### config.mk
export PLATFORM = sky130hd
export DESIGN_NAME = urt_rx_param
export DESIGN_NICKNAME = d
export VERILOG_FILES = /design/src/rtl/urt_rx_param.sv
export SDC_FILE = /design/constraint.sdc
export NUM_CORES = 1
export LEC_CHECK = 0
export ABC_AREA = 1
export CORE_UTILIZATION = 48
export DETAILED_ROUTE_END_ITERATION = 10
export GPL_ROUTABILITY_DRIVEN = 0
export GPL_TIMING_DRIVEN = 0
export PLACE_DENSITY = 0.75
export SETUP_SLACK_MARGIN = 0.02
export SYNTH_ARGS = -nofsm -noshare
export SYNTH_HDL_FRONTEND = slang
export SYNTH_SLANG_ARGS = --single-unit
### constraint.sdc
create_clock -name CLK -period 1.9 [get_ports CLK]
set_clock_uncertainty 0.2 [all_clocks]
set_input_delay 0.285 -clock CLK [delete_from_list [all_inputs] [get_ports CLK]]
set_output_delay 0.285 -clock CLK [all_outputs]
set_load 0.02 [all_outputs]
### src/rtl/urt_rx_param.sv
// Parametrised UART receiver: DATA_WIDTH data bits, optional parity, 1/2 stop bits, 2-of-3 majority sampling.
// Build option: define URT_RX_SYNC_EN to pass RX_IN through a 2-flop synchronizer (adds 2 cycles of latency).
module urt_rx_param #(
    parameter int unsigned DATA_WIDTH     = 8,
    parameter int unsigned PRESCALE_WIDTH = 6
) (
    input  logic                      CLK,
    input  logic                      RST,
    input  logic                      RX_IN,
    input  logic                      PAR_EN,
    input  logic                      PAR_TYP,
    input  logic                      STOP2,
    input  logic [PRESCALE_WIDTH-1:0] Prescale,
    output logic [DATA_WIDTH-1:0]     P_DATA,
    output logic                      data_valid,
    output logic                      par_err,
    output logic                      stp_err,
    output logic                      busy
);

    localparam int unsigned BW = (DATA_WIDTH > 1) ? $clog2(DATA_WIDTH) : 1;
    localparam logic [BW-1:0] LAST_BIT = BW'(DATA_WIDTH - 1);
    localparam logic [BW-1:0] BIT_ONE  = BW'(1);
    localparam logic [PRESCALE_WIDTH-1:0] ONE     = PRESCALE_WIDTH'(1);
    localparam logic [PRESCALE_WIDTH-1:0] MIN_PRE = PRESCALE_WIDTH'(4);

    typedef enum logic [2:0] {IDLE, START, DATA, PARITY, STOP} state_t;

    logic rx;

`ifdef URT_RX_SYNC_EN
    logic [1:0] sync_q;

    always_ff @(posedge CLK or posedge RST) begin
        if (RST) begin
            sync_q <= '1;
        end else begin
            sync_q <= {sync_q[0], RX_IN};
        end
    end

    assign rx = sync_q[1];
`else
    assign rx = RX_IN;
`endif

    state_t                    state;
    state_t                    eval_state;
    logic [PRESCALE_WIDTH-1:0] cfg_pre;
    logic                      cfg_par_en;
    logic                      cfg_par_typ;
    logic                      cfg_stop2;
    logic [PRESCALE_WIDTH-1:0] edge_cnt;
    logic [BW-1:0]             bit_cnt;
    logic                      stop_idx;
    logic                      s0, s1, s2;
    logic                      eval_pending;
    logic                      eval_final;
    logic [DATA_WIDTH-1:0]     shreg;
    logic                      par_flag;
    logic                      stp_flag;

    logic [PRESCALE_WIDTH-1:0] half;
    logic [PRESCALE_WIDTH-1:0] smp_lo;
    logic [PRESCALE_WIDTH-1:0] smp_hi;
    logic [PRESCALE_WIDTH-1:0] last_edge;
    logic                      edge_last;
    logic                      maj;

    always_comb begin
        half      = cfg_pre >> 1;
        smp_lo    = half - ONE;
        smp_hi    = half + ONE;
        last_edge = cfg_pre - ONE;
        edge_last = (edge_cnt == last_edge);
        maj       = (s0 & s1) | (s0 & s2) | (s1 & s2);
    end

    // The majority is evaluated one cycle after the third sample through eval_pending/eval_state,
    // so at the smallest prescale the evaluation may land in the first cycle of the following bit.
    always_ff @(posedge CLK or posedge RST) begin
        if (RST) begin
            state        <= IDLE;
            eval_state   <= IDLE;
            cfg_pre      <= '0;
            cfg_par_en   <= 1'b0;
            cfg_par_typ  <= 1'b0;
            cfg_stop2    <= 1'b0;
            edge_cnt     <= '0;
            bit_cnt      <= '0;
            stop_idx     <= 1'b0;
            s0           <= 1'b0;
            s1           <= 1'b0;
            s2           <= 1'b0;
            eval_pending <= 1'b0;
            eval_final   <= 1'b0;
            shreg        <= '0;
            par_flag     <= 1'b0;
            stp_flag     <= 1'b0;
            P_DATA       <= '0;
            data_valid   <= 1'b0;
            par_err      <= 1'b0;
            stp_err      <= 1'b0;
            busy         <= 1'b0;
        end else begin
            data_valid <= 1'b0;
            par_err    <= 1'b0;
            stp_err    <= 1'b0;

            if (state == IDLE) begin
                if (!rx && (Prescale >= MIN_PRE)) begin
                    state        <= START;
                    busy         <= 1'b1;
                    cfg_pre      <= Prescale;
                    cfg_par_en   <= PAR_EN;
                    cfg_par_typ  <= PAR_TYP;
                    cfg_stop2    <= STOP2;
                    edge_cnt     <= ONE;
                    bit_cnt      <= '0;
                    stop_idx     <= 1'b0;
                    par_flag     <= 1'b0;
                    stp_flag     <= 1'b0;
                    eval_pending <= 1'b0;
                end
            end else begin
                edge_cnt <= edge_last ? '0 : edge_cnt + ONE;

                if (edge_cnt == smp_lo) s0 <= rx;
                if (edge_cnt == half)   s1 <= rx;
                if (edge_cnt == smp_hi) begin
                    s2           <= rx;
                    eval_pending <= 1'b1;
                    eval_state   <= state;
                    eval_final   <= (state == STOP) && (stop_idx == cfg_stop2);
                end else begin
                    eval_pending <= 1'b0;
                end

                if (edge_last) begin
                    case (state)
                        START: state <= DATA;
                        DATA: begin
                            if (bit_cnt == LAST_BIT) begin
                                bit_cnt <= '0;
                                state   <= cfg_par_en ? PARITY : STOP;
                            end else begin
                                bit_cnt <= bit_cnt + BIT_ONE;
                            end
                        end
                        PARITY: state <= STOP;
                        STOP:   stop_idx <= 1'b1;
                        default: ;
                    endcase
                end

                // Evaluation outcomes take priority over the bit-boundary transitions above.
                if (eval_pending) begin
                    case (eval_state)
                        START: begin
                            if (maj) begin
                                state <= IDLE;
                                busy  <= 1'b0;
                            end
                        end
                        DATA: shreg <= {maj, shreg[DATA_WIDTH-1:1]};
                        PARITY: begin
                            if (maj != ((^shreg) ^ cfg_par_typ)) par_flag <= 1'b1;
                        end
                        STOP: begin
                            if (!maj) stp_flag <= 1'b1;
                            if (eval_final) begin
                                P_DATA     <= shreg;
                                data_valid <= maj && !stp_flag && !par_flag;
                                par_err    <= par_flag;
                                stp_err    <= stp_flag || !maj;
                                state      <= IDLE;
                                busy       <= 1'b0;
                            end
                        end
                        default: ;
                    endcase
                end
            end
        end
    end

endmodule

==> impl_results.md <==
- Die width: between 70 and 80 um
- Global Route Usage Sum: a little over a fifth
- CTS max path bufs: 2
- Area grow syn2layout: 28.0%
- Slew headroom: 72.7%
- Commonest non-fill, non-tap cells in the layout: 86 x nand2_1, 50 x dfrtp_1, 32 x inv_1
- DRT iter0 DRCs: 182
- CP peak stage delay: approximately 0.45 ns
- Number of synthesized flops with an enable pin: 0
- Distinct cells, synth: 37
- Crit Path Max Fanout: 5
- Post-DRT Antenna Nets: 0
- # DRC: 0
- Routed len/inst: 14.4 um
- Clk pwr share: between 10% and 20%
- Critical path data required time: between 1.5 and 2 ns
- Most common cell after layout, fill and taps aside: nand2_1
- Number of global-route vias before repair: roughly 2,300
- Cell Rows: 27
- Hold_buf cts: 0
- CTS Buf Count: 5
- Avg Vias per Cell: approximately 5.3
- Die Ht: ~80 um
- DP Worst Slack: -0.223 ns
- Total Die Area: ~6300 um^2
- Starting density of the core: between 50% and 60%
- Layout cells sized above 1: between 20% and 30%
- Status: finished with violations
- Drt pass-1 iters: 4
- Worst hold-check path type: input pin to async pin
- Port Buffers: 23
- CP arrival: between 2 and 2.5 ns
- Ys async rst share: 100%
- Finish-stage setup viols: 15
- First-pass GRT wire length: between 10,000 and 15,000 um
- Via count: roughly 2,500
- Sequential area share after synthesis: roughly 45%
- Synthesis Warnings: 0
- Register share of total power: between 20% and 30%
- Post-route insts no fill: ~470
- Post-DP HPWL: around 4400 um
- Clk root buf: clkbuf_8
- Clk pin slew, worst setup/hold paths: about 0.10 ns
- Synthesized net count: 370
- Cell-internal power: 2.85 mW
- Final net count: 418
- Final worst-path cycle share: 108%
- Net Sw Frac: 45.8%
- Htree depth: 2
- I/O pins: 24
- Final WL: 6780 um
- Final WS setup: -0.149 ns
- Peak supply drop: slightly below 900 uV
- NetSw: 2.41 mW
- Syn Inst Count: approximately 350
- Top FF cell, synth: dfrtp_1
- Mapped Area: approximately 2900 um^2
- Violated checks: setup timing
- CTS tree: done
- Placed insts: roughly 450
- Total core area: roughly 5600 um^2
- Crit path time final: just over 2 ns
- Clk_lat worst skew: approximately 0.31 ns
- Initial antenna violation count: 0
- Antenna Cells: 0
- RSZ-0062 raised after global routing: true
- Largest net degree at the start of global routing: between 40 and 50
- Max Cap Viol: 0
- Pwr Total: between 5 and 6 mW
- Leak Pwr: 1.71 nW
- Grt total ovfl: 0
- Slew Limit Fails: 0
- Yosys reg bits: 52
- # clock sinks: between 50 and 60
- Worst-Margin Slew: just over 0.4 ns
- Syn Area/Cell: 8.17 um^2
- Highest clock rate: slightly below 500 MHz
- PwrDens: 1430 nW/um^2
- Final Hold Viols: 0
- Comb pwr share: roughly three fifths
- Crit-path cells: buf_4 -> buf_6 -> ha_4 -> nand3_2 -> xor2_1 -> o21ai_2 -> nor2_4 -> nand2_4 -> nand2_1 -> o21ai_1
- WS Path Type: register to register
- Critical Path End Type: register
- Slowest cell on the critical path: dfrtp_2
- Crit start category: register
-- cell usage after synthesis (2+ instances only) --
library cell  instances  area, um^2
nand2_1              97         364
dfrtp_1              52        1300
inv_1                37         139
o21ai_0              30         150
nor2_1               22        82.6
nand3_1              17        85.1
xor2_1               15         131
xnor2_1              10        87.6
nor3_1                8        40.0
ha_1                  7        87.6
o21ai_1               5        25.0
a21oi_1               4        20.0
buf_2                 4        20.0
inv_2                 4        15.0
nand2_2               4        25.0
o21ai_2               4        35.0
o22ai_1               4        25.0
nand4_1               3        18.8
nor2_4                3        33.8
clkbuf_2              2        10.0
nand2_4               2        22.5
nor2_2                2        12.5
-- kinds of logic (layout without fill, tap and decap cells) --
family	count (synthesis)	after routing	share of synthesized area, %
mux	1	1	0.392
compound gates	51	51	9.99
xor+xnor	26	26	8.20
flops	52	52	45.4
simple gates	164	165	25.9
fa+ha+maj	7	7	3.05
buf+inv	50	98	7.11
-- final timing paths --
| path | slack, ns | cells past startpoint | startpoint | to |
|---|---|---|---|---|
| min in group CLK | 0.23 | 1 | par_flag | data_valid |
| hold reg to reg | 0.23 | 1 | par_flag | data_valid |
| setup / recovery | -0.15 | 10 | cfg_pre[1] | s2 |
| hold / removal | 0.0009 | 2 | RST | cfg_pre[5] |
| setup reg to reg | -0.15 | 10 | cfg_pre[1] | s2 |
| max in group asynchronous | 1.00 | 3 | RST | state[2] |
-- final cells by class --
class	instances	area [um^2]
repair buffers	40	398
multi-input cells	250	1570
flip-flops and latches	52	1300
plain buffers	8	53.8
fillers	427	1970
well taps	72	90.1
clock inverters	3	21.3
clock buffers	5	68.8
inverters	42	164
-- power groups by stage --
stage	clock (mW)	sequential [mW]	combinational, mW
after floorplan	0	1.50	1.70
after global placement	0	1.55	2.03
after detailed placement	0	1.55	2.10
after CTS	0.681	1.52	2.60
after global routing	0.716	1.56	3.33
final	0.664	1.54	3.06
-- through the flow --
stage / setup TNS (ns) / cell area [um^2] / hold WS, ns / util, %
4_1_cts: -0.0506 / 3490 / 0.00833 / 61.9
3_3_place_gp: -44.68 / 3200 / 0.219 / 56.8
6_report: -0.953 / 3670 / 0.000851 / 65.1
2_1_floorplan: 0 / 2880 / 0.202 / -
5_1_grt: -1.99 / 3670 / 0.0281 / 65.1
3_5_place_dp: -2.93 / 3220 / 0.226 / 57.2
-- routing by layer --
metal	GRT usage, %	wire (um)	vias up
met5	0	0	-
met4	8.36	197	0
met3	3.22	422	16
met2	36.6	3300	88
met1	28.5	2860	1175
li1	-	-	1214
-- registers in the layout (all words and copies together), names as in the netlist, 3 cells and up --
register	cells
P_DATA	8
shreg	8
cfg_pre	6
edge_cnt	6
bit_cnt	3
eval_state	3
state	3
-- worst max-delay path: cells and delay by family (launching register included) --
| family | cells | cell delay [ns] |
|---|---|---|
| flops | 1 | 0.45 |
| simple gates | 4 | 0.47 |
| xor+xnor | 1 | 0.21 |
| buf+inv | 2 | 0.27 |
| compound gates | 2 | 0.17 |
| fa+ha+maj | 1 | 0.17 |
-- what timing repair did --
action	in CTS	in global routing
pin swaps	8	8
hold endpoints to repair	0	0
endpoints found under the setup margin	38	45
gates resized for setup	29	30
gates cloned	1	0
setup buffers	8	8
Power figures use the tool's default switching activity.
